### config.mk
export PLATFORM = sky130hd
export DESIGN_NAME = wb_retire_queue_flat
export DESIGN_NICKNAME = d
export VERILOG_FILES = /design/src/rtl/wb_retire_queue_if.sv /design/src/rtl/wb_retire_queue.sv /design/src/flat_wrapper.sv
export SDC_FILE = /design/constraint.sdc
export NUM_CORES = 1
export LEC_CHECK = 0
export CELL_PAD_IN_SITES_DETAIL_PLACEMENT = 1
export CELL_PAD_IN_SITES_GLOBAL_PLACEMENT = 1
export CORE_MARGIN = 2
export CORE_UTILIZATION = 38
export DETAILED_ROUTE_END_ITERATION = 16
export PLACE_DENSITY_LB_ADDON = 0.1
export SETUP_SLACK_MARGIN = 0.05
export SLEW_MARGIN = 10
export SYNTH_ARGS = -nofsm -noshare
export SYNTH_HDL_FRONTEND = slang
export SYNTH_SLANG_ARGS = --single-unit
### constraint.sdc
create_clock -name clock -period 12.35 [get_ports clock]
set_input_delay 2.47 -clock clock [delete_from_list [all_inputs] [get_ports clock]]
set_output_delay 2.47 -clock clock [all_outputs]
set_load 0.05 [all_outputs]
### src/rtl/wb_retire_queue_if.sv
// rtl/wb_retire_queue_if.sv - MEM-side enqueue bus and head-side retire/write ports of the WB retire queue
interface wb_retire_queue_if #(
  parameter int RD_W = 5
);
  logic            in_valid;
  logic            in_ready;
  logic [31:0]     in_pc;
  logic [RD_W-1:0] in_rd;
  logic            in_rf_wen;
  logic            in_csr_wen;
  logic [11:0]     in_csr_addr;
  logic [1:0]      in_sel;
  logic [2:0]      in_ld_type;
  logic [1:0]      in_byte_off;
  logic [31:0]     in_mem_data;
  logic [31:0]     in_alu;
  logic [31:0]     in_csr_rdata;

  logic            retire_ready;
  logic            retire_valid;
  logic [31:0]     retire_pc;
  logic            rf_wen;
  logic [RD_W-1:0] rf_waddr;
  logic [31:0]     rf_wdata;
  logic            csr_wen;
  logic [11:0]     csr_waddr;
  logic [31:0]     csr_wdata;
  logic            byp_valid;
  logic [RD_W-1:0] byp_rd;
  logic [31:0]     byp_data;

  modport slave (
    input  in_valid, in_pc, in_rd, in_rf_wen, in_csr_wen, in_csr_addr, in_sel,
           in_ld_type, in_byte_off, in_mem_data, in_alu, in_csr_rdata, retire_ready,
    output in_ready, retire_valid, retire_pc, rf_wen, rf_waddr, rf_wdata,
           csr_wen, csr_waddr, csr_wdata, byp_valid, byp_rd, byp_data
  );

  modport master (
    output in_valid, in_pc, in_rd, in_rf_wen, in_csr_wen, in_csr_addr, in_sel,
           in_ld_type, in_byte_off, in_mem_data, in_alu, in_csr_rdata, retire_ready,
    input  in_ready, retire_valid, retire_pc, rf_wen, rf_waddr, rf_wdata,
           csr_wen, csr_waddr, csr_wdata, byp_valid, byp_rd, byp_data
  );
endinterface

### src/rtl/wb_retire_queue.sv
// rtl/wb_retire_queue.sv - in-order writeback/retire queue with load alignment and result select at enqueue
module wb_retire_queue #(
  parameter int DEPTH = 2,
  parameter int RD_W  = 5
) (
  input  logic             clock,
  input  logic             reset,
  wb_retire_queue_if.slave bus
);
  localparam int PW = $clog2(DEPTH);

  logic [PW-1:0] wr_ptr_q, wr_ptr_d;
  logic [PW-1:0] rd_ptr_q, rd_ptr_d;
  logic [PW:0]   count_q, count_d;

  logic [31:0]     pc_q      [DEPTH];
  logic [RD_W-1:0] rd_q      [DEPTH];
  logic            rf_wen_q  [DEPTH];
  logic            csr_wen_q [DEPTH];
  logic [11:0]     csr_adr_q [DEPTH];
  logic [31:0]     gpr_q     [DEPTH];
  logic [31:0]     alu_q     [DEPTH];

  logic        enq, deq;
  logic [7:0]  ld_byte;
  logic [15:0] ld_half;
  logic [31:0] ld_val;
  logic [31:0] gpr_val;

  assign bus.in_ready     = (count_q != (PW+1)'(DEPTH));
  assign bus.retire_valid = (count_q != '0);
  assign enq = bus.in_valid && bus.in_ready;
  assign deq = bus.retire_valid && bus.retire_ready;

  always_comb begin
    ld_byte = bus.in_mem_data[7:0];
    case (bus.in_byte_off)
      2'd1:    ld_byte = bus.in_mem_data[15:8];
      2'd2:    ld_byte = bus.in_mem_data[23:16];
      2'd3:    ld_byte = bus.in_mem_data[31:24];
      default: ld_byte = bus.in_mem_data[7:0];
    endcase
    ld_half = bus.in_byte_off[1] ? bus.in_mem_data[31:16] : bus.in_mem_data[15:0];
    // Unlisted funct3 codes fall through to the full word.
    case (bus.in_ld_type)
      3'b000:  ld_val = {{24{ld_byte[7]}}, ld_byte};
      3'b100:  ld_val = {24'h0, ld_byte};
      3'b001:  ld_val = {{16{ld_half[15]}}, ld_half};
      3'b101:  ld_val = {16'h0, ld_half};
      default: ld_val = bus.in_mem_data;
    endcase
    case (bus.in_sel)
      2'b01:   gpr_val = ld_val;
      2'b10:   gpr_val = bus.in_csr_rdata;
      2'b11:   gpr_val = bus.in_pc + 32'd4;
      default: gpr_val = bus.in_alu;
    endcase
  end

  always_comb begin
    wr_ptr_d = wr_ptr_q;
    rd_ptr_d = rd_ptr_q;
    count_d  = count_q;
    if (enq) wr_ptr_d = wr_ptr_q + PW'(1);
    if (deq) rd_ptr_d = rd_ptr_q + PW'(1);
    case ({enq, deq})
      2'b10:   count_d = count_q + (PW+1)'(1);
      2'b01:   count_d = count_q - (PW+1)'(1);
      default: count_d = count_q;
    endcase
  end

  always_ff @(posedge clock or negedge reset) begin
    if (!reset) begin
      wr_ptr_q <= '0;
      rd_ptr_q <= '0;
      count_q  <= '0;
    end else begin
      wr_ptr_q <= wr_ptr_d;
      rd_ptr_q <= rd_ptr_d;
      count_q  <= count_d;
    end
  end

  // Payload is deliberately left unreset; count alone decides what is live.
  always_ff @(posedge clock) begin
    if (enq && reset) begin
      pc_q[wr_ptr_q]      <= bus.in_pc;
      rd_q[wr_ptr_q]      <= bus.in_rd;
      rf_wen_q[wr_ptr_q]  <= bus.in_rf_wen;
      csr_wen_q[wr_ptr_q] <= bus.in_csr_wen;
      csr_adr_q[wr_ptr_q] <= bus.in_csr_addr;
      gpr_q[wr_ptr_q]     <= gpr_val;
      alu_q[wr_ptr_q]     <= bus.in_alu;
    end
  end

  always_comb begin
    bus.retire_pc = '0;
    bus.rf_wen    = 1'b0;
    bus.rf_waddr  = '0;
    bus.rf_wdata  = '0;
    bus.csr_wen   = 1'b0;
    bus.csr_waddr = '0;
    bus.csr_wdata = '0;
    bus.byp_valid = 1'b0;
    bus.byp_rd    = '0;
    bus.byp_data  = '0;
    if (bus.retire_valid) begin
      bus.retire_pc = pc_q[rd_ptr_q];
      bus.rf_waddr  = rd_q[rd_ptr_q];
      bus.rf_wdata  = gpr_q[rd_ptr_q];
      bus.csr_waddr = csr_adr_q[rd_ptr_q];
      bus.csr_wdata = alu_q[rd_ptr_q];
      bus.byp_rd    = rd_q[rd_ptr_q];
      bus.byp_data  = gpr_q[rd_ptr_q];
      bus.byp_valid = rf_wen_q[rd_ptr_q] && (rd_q[rd_ptr_q] != '0);
      bus.rf_wen    = bus.byp_valid && bus.retire_ready;
      bus.csr_wen   = csr_wen_q[rd_ptr_q] && bus.retire_ready;
    end
  end
endmodule

### src/flat_wrapper.sv
// flat-port wrapper written by rule: the top's interface ports become plain ports
module wb_retire_queue_flat 
#(
  parameter int DEPTH = 2,
  parameter int RD_W  = 5
)
  (clock, reset, bus_in_valid, bus_in_pc, bus_in_rd, bus_in_rf_wen, bus_in_csr_wen, bus_in_csr_addr, bus_in_sel, bus_in_ld_type, bus_in_byte_off, bus_in_mem_data, bus_in_alu, bus_in_csr_rdata, bus_retire_ready, bus_in_ready, bus_retire_valid, bus_retire_pc, bus_rf_wen, bus_rf_waddr, bus_rf_wdata, bus_csr_wen, bus_csr_waddr, bus_csr_wdata, bus_byp_valid, bus_byp_rd, bus_byp_data);
  wb_retire_queue_if #(.RD_W(RD_W)) bus_i ();
  input  logic clock;
  input  logic reset;
  input wire logic [$bits(bus_i.in_valid)-1:0] bus_in_valid;
  input wire logic [$bits(bus_i.in_pc)-1:0] bus_in_pc;
  input wire logic [$bits(bus_i.in_rd)-1:0] bus_in_rd;
  input wire logic [$bits(bus_i.in_rf_wen)-1:0] bus_in_rf_wen;
  input wire logic [$bits(bus_i.in_csr_wen)-1:0] bus_in_csr_wen;
  input wire logic [$bits(bus_i.in_csr_addr)-1:0] bus_in_csr_addr;
  input wire logic [$bits(bus_i.in_sel)-1:0] bus_in_sel;
  input wire logic [$bits(bus_i.in_ld_type)-1:0] bus_in_ld_type;
  input wire logic [$bits(bus_i.in_byte_off)-1:0] bus_in_byte_off;
  input wire logic [$bits(bus_i.in_mem_data)-1:0] bus_in_mem_data;
  input wire logic [$bits(bus_i.in_alu)-1:0] bus_in_alu;
  input wire logic [$bits(bus_i.in_csr_rdata)-1:0] bus_in_csr_rdata;
  input wire logic [$bits(bus_i.retire_ready)-1:0] bus_retire_ready;
  output wire logic [$bits(bus_i.in_ready)-1:0] bus_in_ready;
  output wire logic [$bits(bus_i.retire_valid)-1:0] bus_retire_valid;
  output wire logic [$bits(bus_i.retire_pc)-1:0] bus_retire_pc;
  output wire logic [$bits(bus_i.rf_wen)-1:0] bus_rf_wen;
  output wire logic [$bits(bus_i.rf_waddr)-1:0] bus_rf_waddr;
  output wire logic [$bits(bus_i.rf_wdata)-1:0] bus_rf_wdata;
  output wire logic [$bits(bus_i.csr_wen)-1:0] bus_csr_wen;
  output wire logic [$bits(bus_i.csr_waddr)-1:0] bus_csr_waddr;
  output wire logic [$bits(bus_i.csr_wdata)-1:0] bus_csr_wdata;
  output wire logic [$bits(bus_i.byp_valid)-1:0] bus_byp_valid;
  output wire logic [$bits(bus_i.byp_rd)-1:0] bus_byp_rd;
  output wire logic [$bits(bus_i.byp_data)-1:0] bus_byp_data;
  assign bus_i.in_valid = bus_in_valid;
  assign bus_i.in_pc = bus_in_pc;
  assign bus_i.in_rd = bus_in_rd;
  assign bus_i.in_rf_wen = bus_in_rf_wen;
  assign bus_i.in_csr_wen = bus_in_csr_wen;
  assign bus_i.in_csr_addr = bus_in_csr_addr;
  assign bus_i.in_sel = bus_in_sel;
  assign bus_i.in_ld_type = bus_in_ld_type;
  assign bus_i.in_byte_off = bus_in_byte_off;
  assign bus_i.in_mem_data = bus_in_mem_data;
  assign bus_i.in_alu = bus_in_alu;
  assign bus_i.in_csr_rdata = bus_in_csr_rdata;
  assign bus_i.retire_ready = bus_retire_ready;
  assign bus_in_ready = bus_i.in_ready;
  assign bus_retire_valid = bus_i.retire_valid;
  assign bus_retire_pc = bus_i.retire_pc;
  assign bus_rf_wen = bus_i.rf_wen;
  assign bus_rf_waddr = bus_i.rf_waddr;
  assign bus_rf_wdata = bus_i.rf_wdata;
  assign bus_csr_wen = bus_i.csr_wen;
  assign bus_csr_waddr = bus_i.csr_waddr;
  assign bus_csr_wdata = bus_i.csr_wdata;
  assign bus_byp_valid = bus_i.byp_valid;
  assign bus_byp_rd = bus_i.byp_rd;
  assign bus_byp_data = bus_i.byp_data;
  wb_retire_queue #(.DEPTH(DEPTH), .RD_W(RD_W)) u_core (.clock(clock), .reset(reset), .bus(bus_i));
endmodule
==> impl_metrics.csv <==
group,metric,value,unit
flow_run,cap_violations,0,
placed_design,gp_congestion,0.801,
drt,post_drt_wl_per_cell,22.2,um
worst_setup_path,critPathKind,"primary input to primary output",
synth,syn-instance-count,868,
run_status,status,"complete, no violations",
synth,syn_area_per_cell,13.0,sq um
synth,synth_edf_count,230,
floorplanning,die_area,31100,sq um
timing,worst_slew_pin_slew,1100,ps
synth,synth_top_area_share,0.612,
finish,final_nets,1289,
floorplanning,rows,63,
drt,wirelength,34.1,mm
timing,fin_tns_setup,0,ps
drt,drt_first_pass_iters,5,
grt,grt_antenna_before_repair,4,
clock_tree,root_buffer,"clkbuf_16",
power_and_ir_drop,p_int,0.00212,W
timing,relSlewSlack,0.268,
drt,final_antenna_net_count,0,
finish,seq_area,7010,sq um
grt,grt_pass1_wl,50.7,mm
floorplanning,start_util,0.383,
timing,hold_viol,0,
timing,finalSetupViolations,0,
finish,stdcell_count,1540,
worst_hold_path,holdCritPathClass,"register to register",
finish,multi_input_area,3680,sq um
timing,fmax,153,MHz
clock_tree,cts_hold_buf,0,
placed_design,dp_cells,1490,
power_and_ir_drop,p_per_area,259,nW/um^2
synth,async_reset_ff_frac,0.0171,
floorplanning,coreArea,29500,sq um
placed_design,hpwlAfterDp,23.8,mm
timing,period_needed,6540,ps
worst_setup_path,crit_fanout,3,
finish,nFillCells,3008,
power_and_ir_drop,p_switching,0.00184,W
power_and_ir_drop,p_clk_frac,0.191,
finish,layout-area-overhead-vs-synth,35.5,%
power_and_ir_drop,seqPwrFrac,0.270,
timing,fin_crit_sh,0.530,
synth,synthTopCellsByArea,"edfxtp_1 61%, mux2i_1 12%, nor2_1 4.5%, buf_4 2.5%, mux4_2 1.6%",
clock_tree,clk_path_buf_depth,3,
drt,route.detailed.drc,0,
clock_tree,cts_resized,0,
clock_tree,cts_tree,"built",
floorplanning,io_pins,313,
clock_tree,numCtsBuffers,27,
grt,grt_busiest_layer,"met2",
grt,grt.overflow.total,0,
synth,synthesis.nets,1028,
power_and_ir_drop,power.share.switching,0.465,
power_and_ir_drop,p_leak,5.56,nW
synth,synthTopCellsByCount,"230 x edfxtp_1, 136 x nor2_1, 131 x mux2i_1, 38 x buf_4, 28 x inv_1",
placed_design,port_buffers,312,
finish,drive_gt1_frac,0.0697,
worst_setup_path,start_kind,"primary input",
grt,grt_pass1_vias,8326,
clock_tree,htree_levels,1,
synth,ys.flop_type,"edfxtp_1",
worst_setup_path,cp.arrival,4070,ps
synth,synth_warnings,0,
grt,grt_max_degree,82,
timing,clock_skew,7.77,ps
grt,grt_usage,0.215,
clock_tree,cts_num_sinks,234,
synth,synth_seq_cells,234,
drt,drt_iter0_drc,441,
timing,rsz0062_at_grt,"false",
worst_setup_path,r2r_slack,9430,ps
floorplanning,fp.dieW,176,um
synth,yosys.area.top_type,"edfxtp_1",
power_and_ir_drop,ir_worst_vdd,0.000163,V
power_and_ir_drop,p_total,0.00396,W
clock_tree,post_cts_buffers,0,
grt,grtUsageMet1,0.285,
clock_tree,clk_latency,530,ps
grt,grt_use_met2,0.360,
synth,synth_area,11300,sq um
worst_setup_path,end_kind,"primary output",
worst_setup_path,crit_required,9880,ps
power_and_ir_drop,power_frac_comb,0.539,
grt,grt_use_met3,0.0510,
drt,vias_per_cell,5.18,
floorplanning,die_h,176,um
synth,synth.most_common_cell,"edfxtp_1",
synth,ys_types,60,
drt,vias,7983,
timing,report.final.slew_viol_count,0,
synth,seq_area_frac_synth,0.621,
clock_tree,clk_pin_slew_worst_paths,60,ps
## cells in the final DEF (no fill, tap or decap), types with 3 or more instances in the layout
master,instances
clkdlybuf4s50_1,310
xnor2_1,17
nor2_1,135
nand2b_1,7
edfxtp_1,230
o21ai_0,14
mux2_2,5
o211ai_1,11
o221ai_1,4
nand2_1,26
a21o_1,5
xor2_1,12
nor3b_1,3
dfrtp_1,3
nand3_1,7
nor4_1,7
nor2b_1,11
a221o_1,4
a221oi_1,5
clkinv_2,8
nor3_1,10
mux2i_1,131
mux4_2,8
clkbuf_1,6
buf_4,10
clkbuf_16,27
o22ai_1,9
a21oi_1,26
inv_1,28
nand4_1,4
a31oi_1,8
and4_1,3
diode_2,3
and2_1,3
or2_2,4
## logic make-up after synthesis
family / after synthesis / synth area share
DFF: 234 / 0.621
AOI/OAI and AO/OA: 107 / 0.0664
and+or+nand+nor: 234 / 0.0963
buffers and inverters: 118 / 0.0548
adders and majority gates: 2 / 0.00222
muxes: 144 / 0.137
xor gates and xnor gates: 29 / 0.0225
## per-stage QoR
stage	instance area, sq um	hold WS (ps)	util	worst slack [ps]
after floorplan	11300	461	-	621
after global placement	14500	505	0.491	5830
after detailed placement	14500	520	0.491	5810
after CTS	15300	532	0.519	5810
after global routing	15300	557	0.519	5670
final	15300	530	0.519	5810
## flip-flops by register name, indices dropped and copies added (netlist names)
name / count
u_core.csr_wen_q: 2
u_core.alu_q: 64
u_core.rd_q: 10
u_core.count_q: 2
u_core.wr_ptr_q: 1
u_core.rf_wen_q: 2
u_core.gpr_q: 64
u_core.rd_ptr_q: 1
u_core.csr_adr_q: 24
u_core.pc_q: 64
## metal layers
layer / routed length [um] / vias up
met4: 621 / 2
met1: 14700 / 3975
met3: 2320 / 43
li1: - / 3714
met5: 13 / -
met2: 16500 / 249
## worst paths after layout
kind,start,to,depth (start not counted)
worst max-delay path,bus_retire_ready,bus_csr_wen,4
worst min-delay path,u_core.wr_ptr_q,u_core.wr_ptr_q,1
min in group asynchronous,reset,u_core.rd_ptr_q,1
worst max register to register,u_core.count_q[0],u_core.gpr_q[0][11],5
max in group asynchronous,reset,u_core.rd_ptr_q,1
worst min register to register,u_core.wr_ptr_q,u_core.wr_ptr_q,1
## layout make-up
type	count	area share
diodes	3	0.000491
clock buffers	33	0.0456
clock inverters	14	0.00810
inverters	28	0.00687
multi-input cells	516	0.240
flip-flops and latches	234	0.458
well taps	390	0.0319
repair buffers	322	0.208
## worst max-delay path, cell delays in order
cell             delay [ps]
clkdlybuf4s50_1         470
and2_1                  180
nor2b_1                 150
clkdlybuf4s50_1         810
## power by group through the flow
| stage | Sequential (W) | Clock [W] | Combinational (W) |
|---|---|---|---|
| 2_1_floorplan | 0.00105 | 0 | 0.00155 |
| 3_3_place_gp | 0.00109 | 0 | 0.00215 |
| 3_5_place_dp | 0.00109 | 0 | 0.00216 |
| 4_1_cts | 0.00107 | 0.000773 | 0.00216 |
| 5_1_grt | 0.00109 | 0.000802 | 0.00223 |
| 6_report | 0.00107 | 0.000757 | 0.00213 |
Note: power is estimated with default switching activity, not from simulation.
